### src/rtl/serial_frame_rx.sv
// Serial frame receiver: deserializes LANES bits per enabled cycle into
// WORD_W-bit words, hunts for a sync word, confirms lock over LOCK_CNT
// frames, then delivers aligned data words with valid/frame markers.
// Lock is dropped after MISS_MAX consecutive bad syncs and hunting resumes.
module serial_frame_rx #(
  parameter int unsigned       LANES     = 1,
  parameter int unsigned       WORD_W    = 32,
  parameter logic [WORD_W-1:0] SYNC_WORD = 32'hA5C3_5A3C,
  parameter int unsigned       FRAME_LEN = 8,
  parameter int unsigned       LOCK_CNT  = 2,
  parameter int unsigned       MISS_MAX  = 2,
  parameter bit                MSB_FIRST = 1'b1
) (
  input  logic              t_clk,
  input  logic              rst_n,
  input  logic              en,
  input  logic [LANES-1:0]  data_in,
  output logic [WORD_W-1:0] data_out,
  output logic              data_valid,
  output logic              frame_start,
  output logic              locked,
  output logic              sync_err,
  output logic              lock_lost
);

  localparam int unsigned BEATS = WORD_W / LANES;
  localparam int unsigned BW    = $clog2(BEATS + 1);
  localparam int unsigned WW    = $clog2(FRAME_LEN + 1);
  localparam int unsigned GW    = $clog2(LOCK_CNT + 1);
  localparam int unsigned MW    = $clog2(MISS_MAX + 1);

  localparam logic [BW-1:0] BEATS_C    = BW'(BEATS);
  localparam logic [BW-1:0] LAST_BEAT  = BW'(BEATS - 1);
  localparam logic [WW-1:0] FRAME_LAST = WW'(FRAME_LEN);
  localparam logic [WW-1:0] WCNT_ONE   = WW'(1);
  localparam logic [GW-1:0] LOCK_C     = GW'(LOCK_CNT);
  localparam logic [MW-1:0] MISS_C     = MW'(MISS_MAX);

  typedef enum logic [1:0] {HUNT, CHECK, LOCKED} state_t;

  state_t            state_q;
  logic [WORD_W-1:0] sr_q, sr_d;
  logic [BW-1:0]     fill_q, fill_d;
  logic [BW-1:0]     beat_q;
  logic [WW-1:0]     wcnt_q;
  logic [GW-1:0]     good_q, good_inc;
  logic [MW-1:0]     miss_q, miss_inc;
  logic              sync_hit;
  logic              word_done;

  logic [WORD_W-1:0] data_out_q;
  logic              data_valid_q;
  logic              frame_start_q;
  logic              locked_q;
  logic              sync_err_q;
  logic              lock_lost_q;

  // Next shift-register value, saturating fill count and per-slice decodes.
  always_comb begin
    if (MSB_FIRST) begin
      sr_d = (sr_q << LANES) | WORD_W'(data_in);
    end else begin
      sr_d = (sr_q >> LANES) | (WORD_W'(data_in) << (WORD_W - LANES));
    end
    fill_d    = (fill_q == BEATS_C) ? fill_q : fill_q + BW'(1);
    sync_hit  = (sr_d == SYNC_WORD);
    word_done = (beat_q == LAST_BEAT);
    good_inc  = good_q + GW'(1);
    miss_inc  = miss_q + MW'(1);
  end

  // Alignment FSM with registered outputs; everything holds when en is low.
  always_ff @(posedge t_clk) begin
    if (!rst_n) begin
      state_q       <= HUNT;
      sr_q          <= '0;
      fill_q        <= '0;
      beat_q        <= '0;
      wcnt_q        <= '0;
      good_q        <= '0;
      miss_q        <= '0;
      data_out_q    <= '0;
      data_valid_q  <= 1'b0;
      frame_start_q <= 1'b0;
      locked_q      <= 1'b0;
      sync_err_q    <= 1'b0;
      lock_lost_q   <= 1'b0;
    end else begin
      data_valid_q  <= 1'b0;
      frame_start_q <= 1'b0;
      sync_err_q    <= 1'b0;
      lock_lost_q   <= 1'b0;
      if (en) begin
        sr_q   <= sr_d;
        fill_q <= fill_d;
        case (state_q)
          HUNT: begin
            // Slice-granular search; only meaningful once sr is fully populated.
            if ((fill_d == BEATS_C) && sync_hit) begin
              beat_q <= '0;
              wcnt_q <= WCNT_ONE;
              good_q <= GW'(1);
              miss_q <= '0;
              if (LOCK_CNT == 1) begin
                state_q  <= LOCKED;
                locked_q <= 1'b1;
              end else begin
                state_q <= CHECK;
              end
            end
          end
          default: begin
            beat_q <= word_done ? '0 : beat_q + BW'(1);
            if (word_done) begin
              if (wcnt_q != '0) begin
                // Data slot: deliver only once locked; CHECK discards it.
                wcnt_q <= (wcnt_q == FRAME_LAST) ? '0 : wcnt_q + WW'(1);
                if (state_q == LOCKED) begin
                  data_out_q    <= sr_d;
                  data_valid_q  <= 1'b1;
                  frame_start_q <= (wcnt_q == WCNT_ONE);
                end
              end else if (sync_hit) begin
                wcnt_q <= WCNT_ONE;
                if (state_q == CHECK) begin
                  good_q <= good_inc;
                  if (good_inc == LOCK_C) begin
                    state_q  <= LOCKED;
                    locked_q <= 1'b1;
                  end
                end else begin
                  miss_q <= '0;
                end
              end else begin
                sync_err_q <= 1'b1;
                if ((state_q == CHECK) || (miss_inc == MISS_C)) begin
                  // Abandon alignment; fill stays full so hunting resumes at once.
                  state_q     <= HUNT;
                  beat_q      <= '0;
                  wcnt_q      <= '0;
                  good_q      <= '0;
                  miss_q      <= '0;
                  locked_q    <= 1'b0;
                  lock_lost_q <= (state_q == LOCKED);
                end else begin
                  // Flywheel: keep the current frame timing through a bad sync.
                  miss_q <= miss_inc;
                  wcnt_q <= WCNT_ONE;
                end
              end
            end
          end
        endcase
      end
    end
  end

  assign data_out    = data_out_q;
  assign data_valid  = data_valid_q;
  assign frame_start = frame_start_q;
  assign locked      = locked_q;
  assign sync_err    = sync_err_q;
  assign lock_lost   = lock_lost_q;

endmodule
### config.mk
export PLATFORM = sky130hd
export DESIGN_NAME = serial_frame_rx
export DESIGN_NICKNAME = d
export VERILOG_FILES = /design/src/rtl/serial_frame_rx.sv
export SDC_FILE = /design/constraint.sdc
export NUM_CORES = 1
export LEC_CHECK = 0
export BUFFER_PORTS_ARGS = -buffer_cell sky130_fd_sc_hd__buf_2
export CAP_MARGIN = 10
export CORE_ASPECT_RATIO = 0.8
export CORE_MARGIN = 10
export CORE_UTILIZATION = 30
export DETAILED_ROUTE_END_ITERATION = 16
export PLACE_DENSITY = 0.44
export SYNTH_ARGS = -nofsm -noshare
export SYNTH_HDL_FRONTEND = slang
export SYNTH_SLANG_ARGS = --single-unit
### constraint.sdc
create_clock -name t_clk -period 3.55 [get_ports t_clk]
set_input_delay 0.1775 -clock t_clk [delete_from_list [all_inputs] [get_ports t_clk]]
set_output_delay 0.1775 -clock t_clk [all_outputs]
set_load 0.01 [all_outputs]
=== Word-level counts from Yosys, hierarchy flattened ===
Cells that the tools add are included.

* Word-level logic and storage cells: 102
* Register bits after elaboration: 90
* Input bits: 4

* Equality and inequality tests: 17
* Muxes and demuxes: 41
* Reduce and logical (&&, ||, !) cells: 18
* Bitwise gates (word level): 8
* Add/sub/neg operators: 5

{| class="wikitable"
|+ Operators with widths
! cell !! count
|-
| two-way mux 6 bit || 8
|-
| two-way mux 2 bit || 20
|-
| equality test 32 bit, second input constant || 1
|-
| OR 32 x 1 -> 32 bit || 1
|-
| two-way mux 4 bit || 5
|-
| AND reduction 7 bit || 2
|-
| adder 6 x 1 -> 6 bit, second input constant || 2
|-
| equality test 6 bit, second input constant || 2
|-
| AND reduction 5 bit || 2
|-
| OR reduction 5 bit || 2
|-
| two-way mux 1 bit || 8
|-
| NOT 1 bit || 7
|-
| OR reduction 7 bit || 1
|-
| equality test 2 bit, second input constant || 3
|-
| equality test 6 x 5 -> 1 bit, second input constant || 1
|-
| != test 2 x 1 -> 1 bit, second input constant || 3
|-
| != test 3 x 1 -> 1 bit, second input constant || 2
|-
| AND reduction 6 bit || 1
|-
| OR reduction 6 bit || 1
|-
| adder 2 x 1 -> 2 bit, second input constant || 2
|-
| adder 4 x 1 -> 4 bit, second input constant || 1
|-
| equality test 4 x 1 -> 1 bit, second input constant || 1
|-
| equality test 4 bit, second input constant || 1
|-
| nonzero test 2 bit || 2
|-
| other kinds (10) || 10
|}

=== Logic depth before layout (Yosys ltp) ===
* Depth after elaboration: 8
* Depth in mapped cells: 8

=== Worst setup path before layout ===
No wires, ideal clock.

* Path type: register to register
* From: reg fill_q[0]
* To: reg beat_q[5]
* Required time: 3.480 ns
* Period minus slack after synthesis: 2.320 ns
* Arrival time: 2.250 ns
* Slack: 1.230 ns
* Stages on the path, launching flop included: 9
* Cell sequence: dfxtp_1 > inv_1 > ha_1 > nor4bb_1 > or3_1 > a221oi_2 > a32oi_2 > or4_1 > a21oi_1

* Longest elaborated chain between the ends: 6
* Elaborated cells between the ends (all ways): 7
* Classes of those cells: add/sub (1); eq/ne (3); mux (1); reduce/logical (2)

{| class="wikitable"
|+ RTL lines
! element !! line !! source
|-
| start: declaration || 43 || <nowiki>logic [BW-1:0] fill_q, fill_d;</nowiki>
|-
| start signal: assignment || 95 || <nowiki>fill_q <= fill_d;</nowiki>
|-
| adder 6 x 1 -> 6 bit or equality test 6 bit (tied branches) || 65 || <nowiki>fill_d = (fill_q == BEATS_C) ? fill_q : fill_q + BW'(1);</nowiki>
|-
| two-way mux 6 bit * || 65 ||
|-
| equality test 6 bit * || 99 || <nowiki>if ((fill_d == BEATS_C) && sync_hit) begin</nowiki>
|-
| logical AND 1 bit * || 99 ||
|-
| != test 2 bit (no source line) * || n/a ||
|-
| AND reduction 2 bit (no source line) * || n/a ||
|-
| end signal: assignment || 113 || <nowiki>beat_q <= word_done ? '0 : beat_q + BW'(1);</nowiki>
|-
| end: declaration || 44 || <nowiki>logic [BW-1:0] beat_q;</nowiki>
|}

Every way passes the cells marked *; elsewhere a longest branch is shown, timed or not.
A chain may end at the register's enable or synchronous reset.

=== Worst setup path in the final report ===
Ends and elaborated chain as after synthesis.

==> key figures <==
Synthesis
  • Sequential area share after synthesis: 0.4928
  • Syn. warnings: 0
  • Number of library cell types mapped by synthesis: 42
  • Post-Synthesis Cells: 421
  • Synthesized area per cell: 8.684 um^2
  • Flip-flop and latch count after synthesis: 90
  • Synthesized cell area: 0.003656 mm^2
  • Syn_nets: 433

Timing
  • Worst slew pin tran: ~0.62 ns
  • RSZ-0062 raised after global routing: no
  • Final setup TNS: 0 ns
  • Skew final: 0.007938 ns
  • Hold Vio Cnt, Final: 0
  • Fmax: 0.3931 GHz
  • Slew headroom: 0.5894
  • Post-layout min period: 2.544 ns
  • Final setup vio count: 0
  • Final Max Slew Viols: 0
  • Fin crit share: 0.7166

Cells and area
  • Commonest non-fill, non-tap cell in the layout: dfxtp_1
  • Finished Cell Area: ~0.0043 mm^2
  • Share of the core filled with cells: 0.3698
  • Most frequent cells in the layout: dfxtp_1, nand2_1, nor2_1
  • Share of cells above drive strength 1: 0.1500
  • Area grow syn2layout: 18.72%
  • Final Net Count: 467
  • ANT cells: 0
  • Fill cell count: 1,252

Die
  • Core area: approximately 0.012 mm^2
  • DIE HEIGHT: 118.7 um
  • Initial core utilization: 0.3115
  • Site Rows: 35
  • Die Wd: 143.4 um
  • IO Pins: 41
  • Die area: about 0.017 mm^2

Clocking
  • Cts hold-fix bufs: 0
  • Clock root buffer: clkbuf_16
  • Worst skew pair latency: 0.34 ns
  • CTS tree: built
  • Clock buffer count from CTS: 9
  • PostCTS Resize Cnt: 0
  • Worst-path clk slew: 0.06 ns
  • CTS Buffer Depth: 2
  • H-tree depth: 3
  • # clock sinks: 90
  • Setup bufs post-CTS: 0

Place
  • GPL Wtd Cong: 0.7826
  • Final HPWL DP: roughly 5600 um
  • Cell Area, Placed: 0.003999 mm^2
  • Port bufs: 40

Global route
  • Initial antenna violation count: 0
  • Global-route wire length before repair: 14,000 um
  • Total gr overflow: 0
  • Tot GR Track Use: 0.09834
  • Vias in the first global route: approximately 2,800
  • Largest net degree at the start of global routing: between 50 and 60

Drt
  • Pre-antenna DRT Iters: 4
  • DRT iter0 DRCs: 152
  • Detail Route Antenna Nets: 0
  • WL final: 8240 um
  • DR WL/cell: 13.55 um
  • Total number of vias: 2,911
  • DRC errors left: 0
  • Via density: between 4 and 5

Power
  • Clk network pwr share: 0.502
  • Combinational share of power: 0.026
  • Psw: 0.0004382 W
  • Seq pwr share: 0.472
  • Leakage power: 1.729 nW
  • Total Power: 0.002158 W
  • Power per standard cell area: 497.1 mW/mm^2
  • Sw Ratio: 0.2031
  • Total internal power: roughly 0.0017 W
  • VDD IR max: 0.1963 mV

Worst setup path
  • Worst Path Required: 3.81 ns
  • Worst Path Arrival: 2.81 ns
  • Startpoint Class: flip-flop
  • CP Class: reg2reg
  • Crit path cell chain: inv_1, ha_1, nor4bb_1, or3_1, a221oi_2, a32oi_2, or4_1, a21oi_1
  • Worst-path fanout max: 9
  • Worst Setup End Kind: flip-flop
  • Slowest stage cell, crit path: or4_1
  • CP peak stage delay: 0.54 ns

Run
  • Max-Cap Viols: 0

Min path
  • Worst min path class: in2reg

Outcome
  • Status: finished clean
==> final cells by class <==
class,instances,area [um^2],share of cell area
clock buffer,9,225.2,0.05189
clock inverter,7,116.4,0.02681
tap,148,185.2,0.04266
sequential,90,1802,0.4151
timing repair buffer,44,230.2,0.05304
inverter,10,37.54,0.008648
multi-input combinational,300,1744,0.4018
==> per-stage QoR <==
stage	setup WS, ns	hold WS (ns)	instances
floorplan	1.230	0.3135	421
global placement	1.085	0.4405	592
detailed placement	1.012	0.4445	592
CTS	0.9985	0.09795	608
global route	0.8012	0.1147	608
finish	1.006	0.1078	608
==> cell families after synthesis <==
logic type / Yosys count / synth area share
adder cells (fa/ha/maj): 8 / 0.02738
XOR/XNOR: 5 / 0.01198
AO/OA/AOI/OAI: 68 / 0.1051
AND/OR/NAND/NOR: 184 / 0.2351
multiplexers: 35 / 0.09583
buffers and inverters: 31 / 0.03183
flip-flops: 90 / 0.4928
==> cells in the mapped netlist <==
master    number  area [um^2]
inv_1          9        33.78
o41ai_1        1        8.760
and3_4         1        11.26
a21boi_0       1        7.510
nor2_1        53        198.9
a311oi_1       1        8.760
nand4b_1       3        26.28
nor2b_1        2        12.51
ha_1           8        100.1
o32ai_1        1        8.760
o211ai_1       1        7.510
nor4b_1        1        8.760
and3_1         2        12.51
clkbuf_1      14        52.55
nand4_1        6        37.54
mux2i_1       35        350.3
a32oi_2        1        16.27
and3b_1        1        8.760
buf_1          7        26.28
or4b_4         1        13.76
o31ai_1        1        7.510
nand2_1       81        304.0
or2_2          2        12.51
or3_1          4        25.02
nand3_1        6        30.03
xor2_1         4        35.03
a221oi_2       1        15.01
and2_1         2        12.51
xnor2_1        1        8.760
or3_2          1        7.510
dfxtp_1       90         1802
nor3_1         4        20.02
and4b_1        3        30.03
nor4bb_1       4        40.04
nor4_1         3        18.77
or4_1          2        15.01
a21oi_1       48        240.2
o21ai_0        9        45.04
nor3b_1        1        7.510
a31oi_1        3        18.77
nand2b_1       1        6.260
clkinv_1       1        3.750
==> power groups by stage <==
| stage | logic [W] | clock network (W) | registers (W) |
|---|---|---|---|
| after global placement | 0.0000581 | 0 | 0.00104 |
| after global routing | 0.0000637 | 0.00116 | 0.00102 |
| after CTS | 0.0000580 | 0.00112 | 0.00102 |
| after floorplan | 0.0000447 | 0 | 0.00104 |
| after detailed placement | 0.0000579 | 0 | 0.00104 |
| final | 0.0000569 | 0.00108 | 0.00102 |
==> registers in the layout, indices dropped and copies added (netlist names) <==
signal / count
sync_err: 1
fill_q: 6
frame_start: 1
sr_q: 31
data_valid: 1
miss_q: 2
data_out: 32
good_q: 2
beat_q: 6
wcnt_q: 4
state_q: 2
lock_lost: 1
locked: 1
==> path summary, 6_finish.rpt <==
| check | startpoint | slack (ns) | to | cells past startpoint |
|---|---|---|---|---|
| hold / removal | data_in | 0.11 | data_out[0] | 3 |
| setup / recovery | fill_q[0] | 1.01 | beat_q[5] | 8 |
| hold reg to reg | data_out[13] | 0.45 | data_out[13] | 2 |
| setup reg to reg | fill_q[0] | 1.01 | beat_q[5] | 8 |
==> layer usage <==
layer,global-route usage,vias to the layer above,wire [um]
li1,-,1510,-
met1,0.1306,1333,4204
met4,0.03057,0,102
met3,0.03281,11,430
met2,0.1463,57,3502
met5,0,-,0
==> worst max-delay path, delay by kind of cell (launching register included) <==
kind	cells	cell delay (ns)
AO/OA/AOI/OAI	3	0.75
flip-flops	1	0.41
buffers and inverters	1	0.08
adder cells (fa/ha/maj)	1	0.20
AND/OR/NAND/NOR	3	1.03
Power figures use the tool's default switching activity.
